`src/rtl/pc_counter.sv`:
```
// Program counter: a WIDTH-bit register that advances by STEP on enabled cycles
// and reloads RESET_VAL on a synchronous, active-high reset.
module pc_counter #(
    parameter int unsigned WIDTH     = 9,
    parameter int unsigned RESET_VAL = 0,
    parameter int unsigned STEP      = 1
) (
    input  logic             Clock,
    input  logic             PcEn,
    output logic [WIDTH-1:0] PC,
    input  logic             Reset
);

    localparam logic [WIDTH-1:0] STEP_W  = WIDTH'(STEP);
    localparam logic [WIDTH-1:0] RESET_W = WIDTH'(RESET_VAL);

    // The initialiser gives tied-low-reset instances a defined start value.
    logic [WIDTH-1:0] pc_q = RESET_W;
    logic [WIDTH-1:0] pc_d;

    always_comb begin
        pc_d = pc_q;
        if (Reset) begin
            pc_d = RESET_W;
        end else if (PcEn) begin
            pc_d = pc_q + STEP_W;
        end
    end

    always_ff @(posedge Clock) begin
        pc_q <= pc_d;
    end

    assign PC = pc_q;

endmodule

```
`config.mk`:
```
export PLATFORM = sky130hd
export DESIGN_NAME = pc_counter
export DESIGN_NICKNAME = d
export VERILOG_FILES = /design/src/rtl/pc_counter.sv
export SDC_FILE = /design/constraint.sdc
export NUM_CORES = 1
export LEC_CHECK = 0
export CAP_MARGIN = 20
export CORE_AREA = 10 10 47 49
export DETAILED_ROUTE_END_ITERATION = 10
export DIE_AREA = 0 0 57 59
export PLACE_DENSITY_LB_ADDON = 0.12
export SETUP_SLACK_MARGIN = 0.4
export SLEW_MARGIN = 25
export SYNTH_ARGS = -nofsm -noshare
export SYNTH_HDL_FRONTEND = slang
export SYNTH_SLANG_ARGS = --single-unit
export TNS_END_PERCENT = 100
```
`constraint.sdc`:
```
create_clock -name Clock -period 3.5 [get_ports Clock]
set_clock_uncertainty 0.05 [all_clocks]
set_input_delay 0.525 -clock Clock [delete_from_list [all_inputs] [get_ports Clock]]
set_output_delay 0.525 -clock Clock [all_outputs]
set_load 0.005 [all_outputs]
```
## Word level (Yosys, flattened, before mapping)

Cells that the tools add are included.

- Add/sub/neg operators: 1
- Multipliers: 0
- Div/mod/pow operators: 0
- Magnitude comparators: 0
- Equality and inequality tests: 0
- Shift operators: 0
- Muxes and demuxes: 0
- Bitwise operators: 0
- Reductions and logical operators: 0

Operators with widths:

| kind | count |
|---|---|
| $add A9 B1 Y9 const B | 1 |

- Bits in registers: 9
- Bits in latches: 0
- Memory bits (writable): 0
- Memory bits (read-only): 0
- Bits of input ports: 3
- Output and inout bits: 9
- Word-level logic and storage cells: 2
- Memories: 0

## Depth between registers and ports, before layout

Gate-level depths: netlist of run 1.

- Word-level depth: 1
- Gate-level depth with buffers: 4
- Depth with buffers taken out: 4

## Worst setup path before layout of run 1

No wires, ideal clock.

- Path kind: in2reg
- From: in PcEn
- To: reg pc_q[6], in the netlist PC[6]
- Setup time: 0.070 ns
- Data arrival time: 1.264 ns
- Required time: 3.380 ns
- Setup slack: 2.115 ns
- Stages on the path: 4
- Path buffers: 1
- Cells stage by stage: buf_2 -> nand4_4 -> or3_1 -> a21oi_1

RTL lines:

| item | RTL line | source |
|---|---|---|
| start, declared | 9 | `input logic PcEn,` |
| end signal, assigned | 31 | `pc_q <= pc_d;` |
| end, declared | 18 | `logic [WIDTH-1:0] pc_q = RESET_W;` |

## Worst setup path in the final report of run 1

- From: reg pc_q[2], in the netlist PC[2]
- To: out PC[2]

RTL lines:

| item | RTL line | source |
|---|---|---|
| end, declared | 10 | `output logic [WIDTH-1:0] PC,` |

No word-level cell between the ends.

==> results.md, run 1 <==
- Worst rel slew slack: 0.796
- Final worst-path cycle share: 0.528
- Critical path arrival: 1.27 ns
- CTS Hold Buffers Added: 0
- DRT Wirelength: 879 um
- Largest cells by area after synthesis: dfxtp_1 46%, xor2_1 6.8%, nand4_1 6.5%, or3_1 6.5%, nand4_4 5.5%
- Worst-margin pin slew: 0.304 ns
- Critical path's largest stage delay: 0.56 ns
- Worst path depth: 1
- PwrDens: 382 nW/um^2
- Count of cell types in the netlist: 14
- Final Worst Setup Slack: 1.65 ns
- Post-synth top area cell: dfxtp_1
- Crit start category: flop
- Count of antenna diodes in the layout: 0
- CTS clk-pin slew, worst paths: 0.06 ns
- Synth top area share: 0.465
- Crit-path slowest cell: clkdlybuf4s50_1
- Clock Root Buffer: clkbuf_4
- Syn Inst Count: 42
- Worst hold margin: 0.443 ns
- Clock Latency Late Sink: 0.25 ns
- # resized after CTS: 0
- Ports: 12
- Total die area: 3360 um^2
- CP Max Fanout: 5
- Leakage power total: 0.000183 uW
- Clk sinks: 9
- First-pass iteration count of the detailed router: 5
- Buf+Inv Stages, Crit Path: 1
- Area Growth Syn to Fin: 38.1%
- Vias: 352
- Placement Setup Slack: 1.54 ns
- PortBufs: 11
- Drt drc: 0
- Die H: 59 um
- First-pass GRT wire length: 1370 um
- FP Rows: 14
- Initial DRC Count: 6
- Sequential element share of the synthesized area: 0.465
- Sum Neg Setup Slack: 0 ns
- Number of flip-flops in the largest register: 9
- RSZ-0062 raised after global routing: no
- Die Wd: 57 um
- Outcome: complete, no violations
- TritonCTS clock tree: built
- Final setup violation count: 0
- Vias per inst: 4.96
- Post-route ant nets: 0
- All-Layer GR Usage: 0.0528
- Largest net degree at the start of global routing: 10
- Avg Cell Area, Syn: 9.24 um^2
- Worst hold path stage count: 2
- Vias in the first global route: 314
- Layout cells sized above 1: 0.0727
- Crit path kind: reg -> out
- Starting Density: 0.277
- Routed WL per cell: 12.4 um
- Flops & latches, synth: 9
- Reg2Reg Depth: 4
- Mapped Area: 388 um^2
- VDD IR-drop max: 0.187 mV
- H-tree depth: 1
- CTS Buffer Depth: 2
- GRT Residual Overflow: 0
- Fin nets: 60
- Fmax: 541 MHz
- Reg2Reg Setup Slack: 2.12 ns
- Crit end category: primary output
- Post-CTS setup buffer count: 0
- Family with the most delay on the worst path: buffers and inverters
- Initial antenna violation count: 0
- Ys Warns: 0
- TritonCTS Buffers: 3
- Number of max-cap violations: 0
- Final min period: 1.85 ns
- CP Cell Sequence: clkdlybuf4s50_1
- Slew Limit Fails: 0
- Core Box Area: 1400 um^2
- CP required: 2.92 ns
- Hold WC Path Type: reg -> reg
- Synth Net Count: 46
- Final GP Congestion: 0.666
- Endpoints failing hold: 0
-- path summary, 6_finish.rpt --
kind          from    end
max          PC[2]  PC[2]
min          PC[8]  PC[8]
max reg2reg  PC[0]  PC[8]
min reg2reg  PC[8]  PC[8]
-- Yosys cell counts --
cell and instances:
ha_1 1, nand4_4 1, or3_1 4, dfxtp_1 9, o21ai_0 4, xor2_1 3, nor2_1 5, a21oi_1 4
buf_2 1, buf_1 1, nand2_1 3, xnor2_1 1, nand4_1 4, mux2i_1 1
-- worst register-to-register path: stages (launching register included) --
cell and delay (ns):
dfxtp_1 0.44, ha_1 0.25, nand4_1 0.13, or3_1 0.32, a21oi_1 0.13
-- per-layer routing --
layer,track usage,wire (um),up-vias
met1,0.0490,394,167
li1,-,-,175
met5,0,0,-
met2,0.0806,400,8
met4,0.0503,4,0
met3,0.0300,79,2
-- through the flow --
stage / cells / power (uW) / cell area [um^2] / utilization
global placement: 67 / 127 / 509 / 0.363
CTS: 71 / 208 / 536 / 0.382
detailed placement: 67 / 128 / 509 / 0.363
finish: 71 / 204 / 536 / 0.382
floorplan: 42 / 119 / 388 / -
global route: 71 / 215 / 536 / 0.382
-- power by group --
part	switching, uW	internal [uW]
sequential	4.29	105
combinational	6.70	9.46
clock	35.2	43.9
total	46.1	158
-- cell type report --
cell class	instances	area, um^2
multi-input combinational	31	199
sequential	9	180
fill	143	866
clock buffer	4	26.3
tap	16	20.0
timing repair buffer	11	110
-- cells in the final DEF, fill, tap and decap left out, drive strengths merged --
cell,netlist,final
a21oi,4,4
clkbuf,0,4
clkdlybuf4s50,0,11
dfxtp,9,9
ha,1,1
mux2i,1,1
nand2,3,3
nand4,5,5
nor2,5,5
o21ai,4,4
or3,4,4
xnor2,1,1
xor2,3,3
-- cells by family after synthesis --
logic type               share of synthesized area
XOR/XNOR                                    0.0903
AO/OA/AOI/OAI                                0.103
flip-flops                                   0.465
AND/OR/NAND/NOR                              0.261
multiplexers                                0.0258
buffers and inverters                       0.0226
adder cells (fa/ha/maj)                     0.0323
No activity file was read; power rests on OpenSTA's default activity.
==> run 2: changes to the inputs <==
- clock period: 3.5 -> 1.8 ns (I/O delays scaled with it)
==> run 2 against run 1 <==
  * Sequential power is 90% higher
  * Power is 93% higher
  * Highest routed layer unchanged
  * Worst hold slack better by 0.00055 ns
  * Non-clock buffer count is 2 higher
  * Core utilization is 1.9 points higher
  * Global-route usage is 0.61 points higher
  * Critical path depth is 3 higher
  * Critical path type is now in -> reg
  * Setup slack worse by 1.1 ns
  * Flip-flop and latch count stayed put
  * Largest power group unchanged
==> results.md, run 2 (synthesis results as in run 1) <==
- Most common cell after layout, fill and taps aside: dlygate4sd2_1
- Final GP Congestion: 0.673 (+1.1%)
- Number of flip-flops in the largest register: 9 (unchanged)
- Final setup violation count: 0 (unchanged)
- Critical Path Start: PcEn
- Core Box Area: 1400 um^2 (unchanged)
- CP required: 1.93 ns (-0.99 ns)
- First-pass GRT wire length: 1570 um (+14%)
- Layout cells sized above 1: 0.246 (+0.173)
- Vias in the first global route: 364 (+16%)
- Flop pwr share: 0.526 (-0.008)
- Die H: 59 um (unchanged)
- Reg2Reg Setup Slack: 0.52 ns (-1.60 ns)
- CP Max Fanout: 8 (+3)
- RSZ-0062 raised after global routing: no
- CP Cell Sequence: clkdlybuf4s50_1 -> nand4_4 -> or3_1 -> a21oi_1
- Worst r2r src: PC[1]
- Area Growth Syn to Fin: 44.8%
- Comb power frac: 0.076 (-0.003)
- Starting Density: 0.277 (unchanged)
- All-Layer GR Usage: 0.0590 (+0.00614)
- Number of max-cap violations: 0 (unchanged)
- Clk sinks: 9 (unchanged)
- Count of antenna diodes in the layout: 0 (unchanged)
- Worst hold margin: 0.443 ns (+0.000545 ns)
- PortBufs: 11 (unchanged)
- Crit path kind: in -> reg
- Crit path capture: PC[5]
- Crit-path slowest cell: clkdlybuf4s50_1
- Ports: 12 (unchanged)
- Post-DP HPWL: 716 um
- Clock Latency Late Sink: 0.26 ns (about the same)
- Worst-margin pin slew: 0.305 ns (+0.000696 ns)
- Final worst-path cycle share: 0.719
- TritonCTS Buffers: 3 (unchanged)
- Drt drc: 0 (unchanged)
- CTS clk-pin slew, worst paths: 0.06 ns (about the same)
- Clock Root Buffer: clkbuf_4
- First-pass iteration count of the detailed router: 2 (-3)
- Sum Neg Setup Slack: 0 ns (unchanged)
- GRT Residual Overflow: 0 (unchanged)
- Crit start category: input pin
- P_int: 301 uW (+90%)
- Placement Setup Slack: 0.226 ns (-1.31 ns)
- Worst rel slew slack: 0.796 (about the same)
- Switching pwr: 92.3 uW (+100%)
- Clock power share: 0.398 (+0.011)
- Leakage power total: 0.000239 uW (+31%)
- Outcome: complete, no violations
- Hold WC Path Type: reg -> reg
- PwrDens: 701 nW/um^2 (+84%)
- Crit end category: flop
- Critical path arrival: 1.42 ns (+0.15 ns)
- Post-route ant nets: 0 (unchanged)
- Total die area: 3360 um^2 (unchanged)
- Slew Limit Fails: 0 (unchanged)
- DRT Wirelength: 906 um (+3.1%)
- Buf+Inv Stages, Crit Path: 1 (unchanged)
- Initial antenna violation count: 0 (unchanged)
- Largest net degree at the start of global routing: 10 (unchanged)
- Fin area: 562 um^2 (+4.9%)
- Routed WL per cell: 12.4 um (+0.25%)
- Vias per inst: 4.93 (-0.53%)
- Fmax: 773 MHz
- H-tree depth: 1 (unchanged)
- Critical path's largest stage delay: 0.52 ns (-0.04 ns)
- Worst path depth: 4 (+3)
- Reg2Reg Depth: 4 (unchanged)
- TritonCTS clock tree: built
- Initial DRC Count: 1 (-5)
- Placed cells: 68 (+1.5%)
- Post-Layout Cell Count: 73 (+2.8%)
- FP Rows: 14 (unchanged)
- Endpoints failing hold: 0 (unchanged)
- CTS Buffer Depth: 2 (unchanged)
- Final Worst Setup Slack: 0.506 ns (-1.14 ns)
- Most frequent cells in the layout: 9 x dlygate4sd2_1, 5 x dfxtp_4, 5 x nor2_1
- Die Wd: 57 um (unchanged)
- Worst R2R End: PC[8]
- Dpl cell area: 517 um^2 (+1.5%)
- Family with the most delay on the worst path: buffers and inverters
- Final min period: 1.29 ns
- Fin nets: 62 (+3.3%)
- VDD IR-drop max: 0.371 mV (+99%)
- Sw Share: 0.235 (+0.00881)
- Vias: 360 (+2.3%)
-- run 2: power by group through the flow --
stage,combinational (uW),sequential (uW),clock [uW]
2_1_floorplan,16.0,216,0
3_3_place_gp,33.0,216,0
4_1_cts,30.9,207,168
5_1_grt,33.6,208,173
3_5_place_dp,33.9,216,0
6_report,30.1,207,157
-- run 2: area by class of cell --
cell class              count  area, um^2
well taps                  16        20.0
flip-flops and latches      9         203
multi-input cells          31         199
clock buffers               4        26.3
repair buffers             13         114
fillers                   155         840
-- run 2: through the flow --
stage / util / power, uW
after floorplan: - / 232
after detailed placement: 0.369 / 250
final: 0.401 / 394
after CTS: 0.401 / 405
after global routing: 0.401 / 414
after global placement: 0.369 / 249
-- run 2: worst min path at each step --
| stage | cells after the start | from | slack (ns) | end |
|---|---|---|---|---|
| final | 2 | PC[8] | 0.44 | PC[8] |
| after global routing | 2 | PC[7] | 0.48 | PC[7] |
| after CTS | 2 | PC[7] | 0.45 | PC[7] |
| after detailed placement | 2 | PC[8] | 0.45 | PC[8] |
| after global placement | 2 | PC[7] | 0.44 | PC[7] |
| after floorplan | 2 | PC[8] | 0.42 | PC[8] |
-- run 2: timing repair --
| action | 4_1_cts | 5_1_grt |
|---|---|---|
| hold buffers | 0 | 0 |
| setup buffers | 1 | 0 |
| endpoints found under the setup margin | 9 | 0 |
| resized for setup | 22 | 0 |
-- run 2: worst register-to-register path: stages (launching register included) --
cell     delay [ns]
dfxtp_2        0.37
ha_1           0.23
nand4_1        0.12
or3_1          0.31
a21oi_1        0.13
-- run 2: metal layers --
metal  track usage  vias to the layer above  wire length (um)
met3        0.0322                        2                85
met5             0                        -                 0
met2        0.0853                        8               414
met1        0.0612                      171               403
li1              -                      179                 -
met4        0.0503                        0                 4
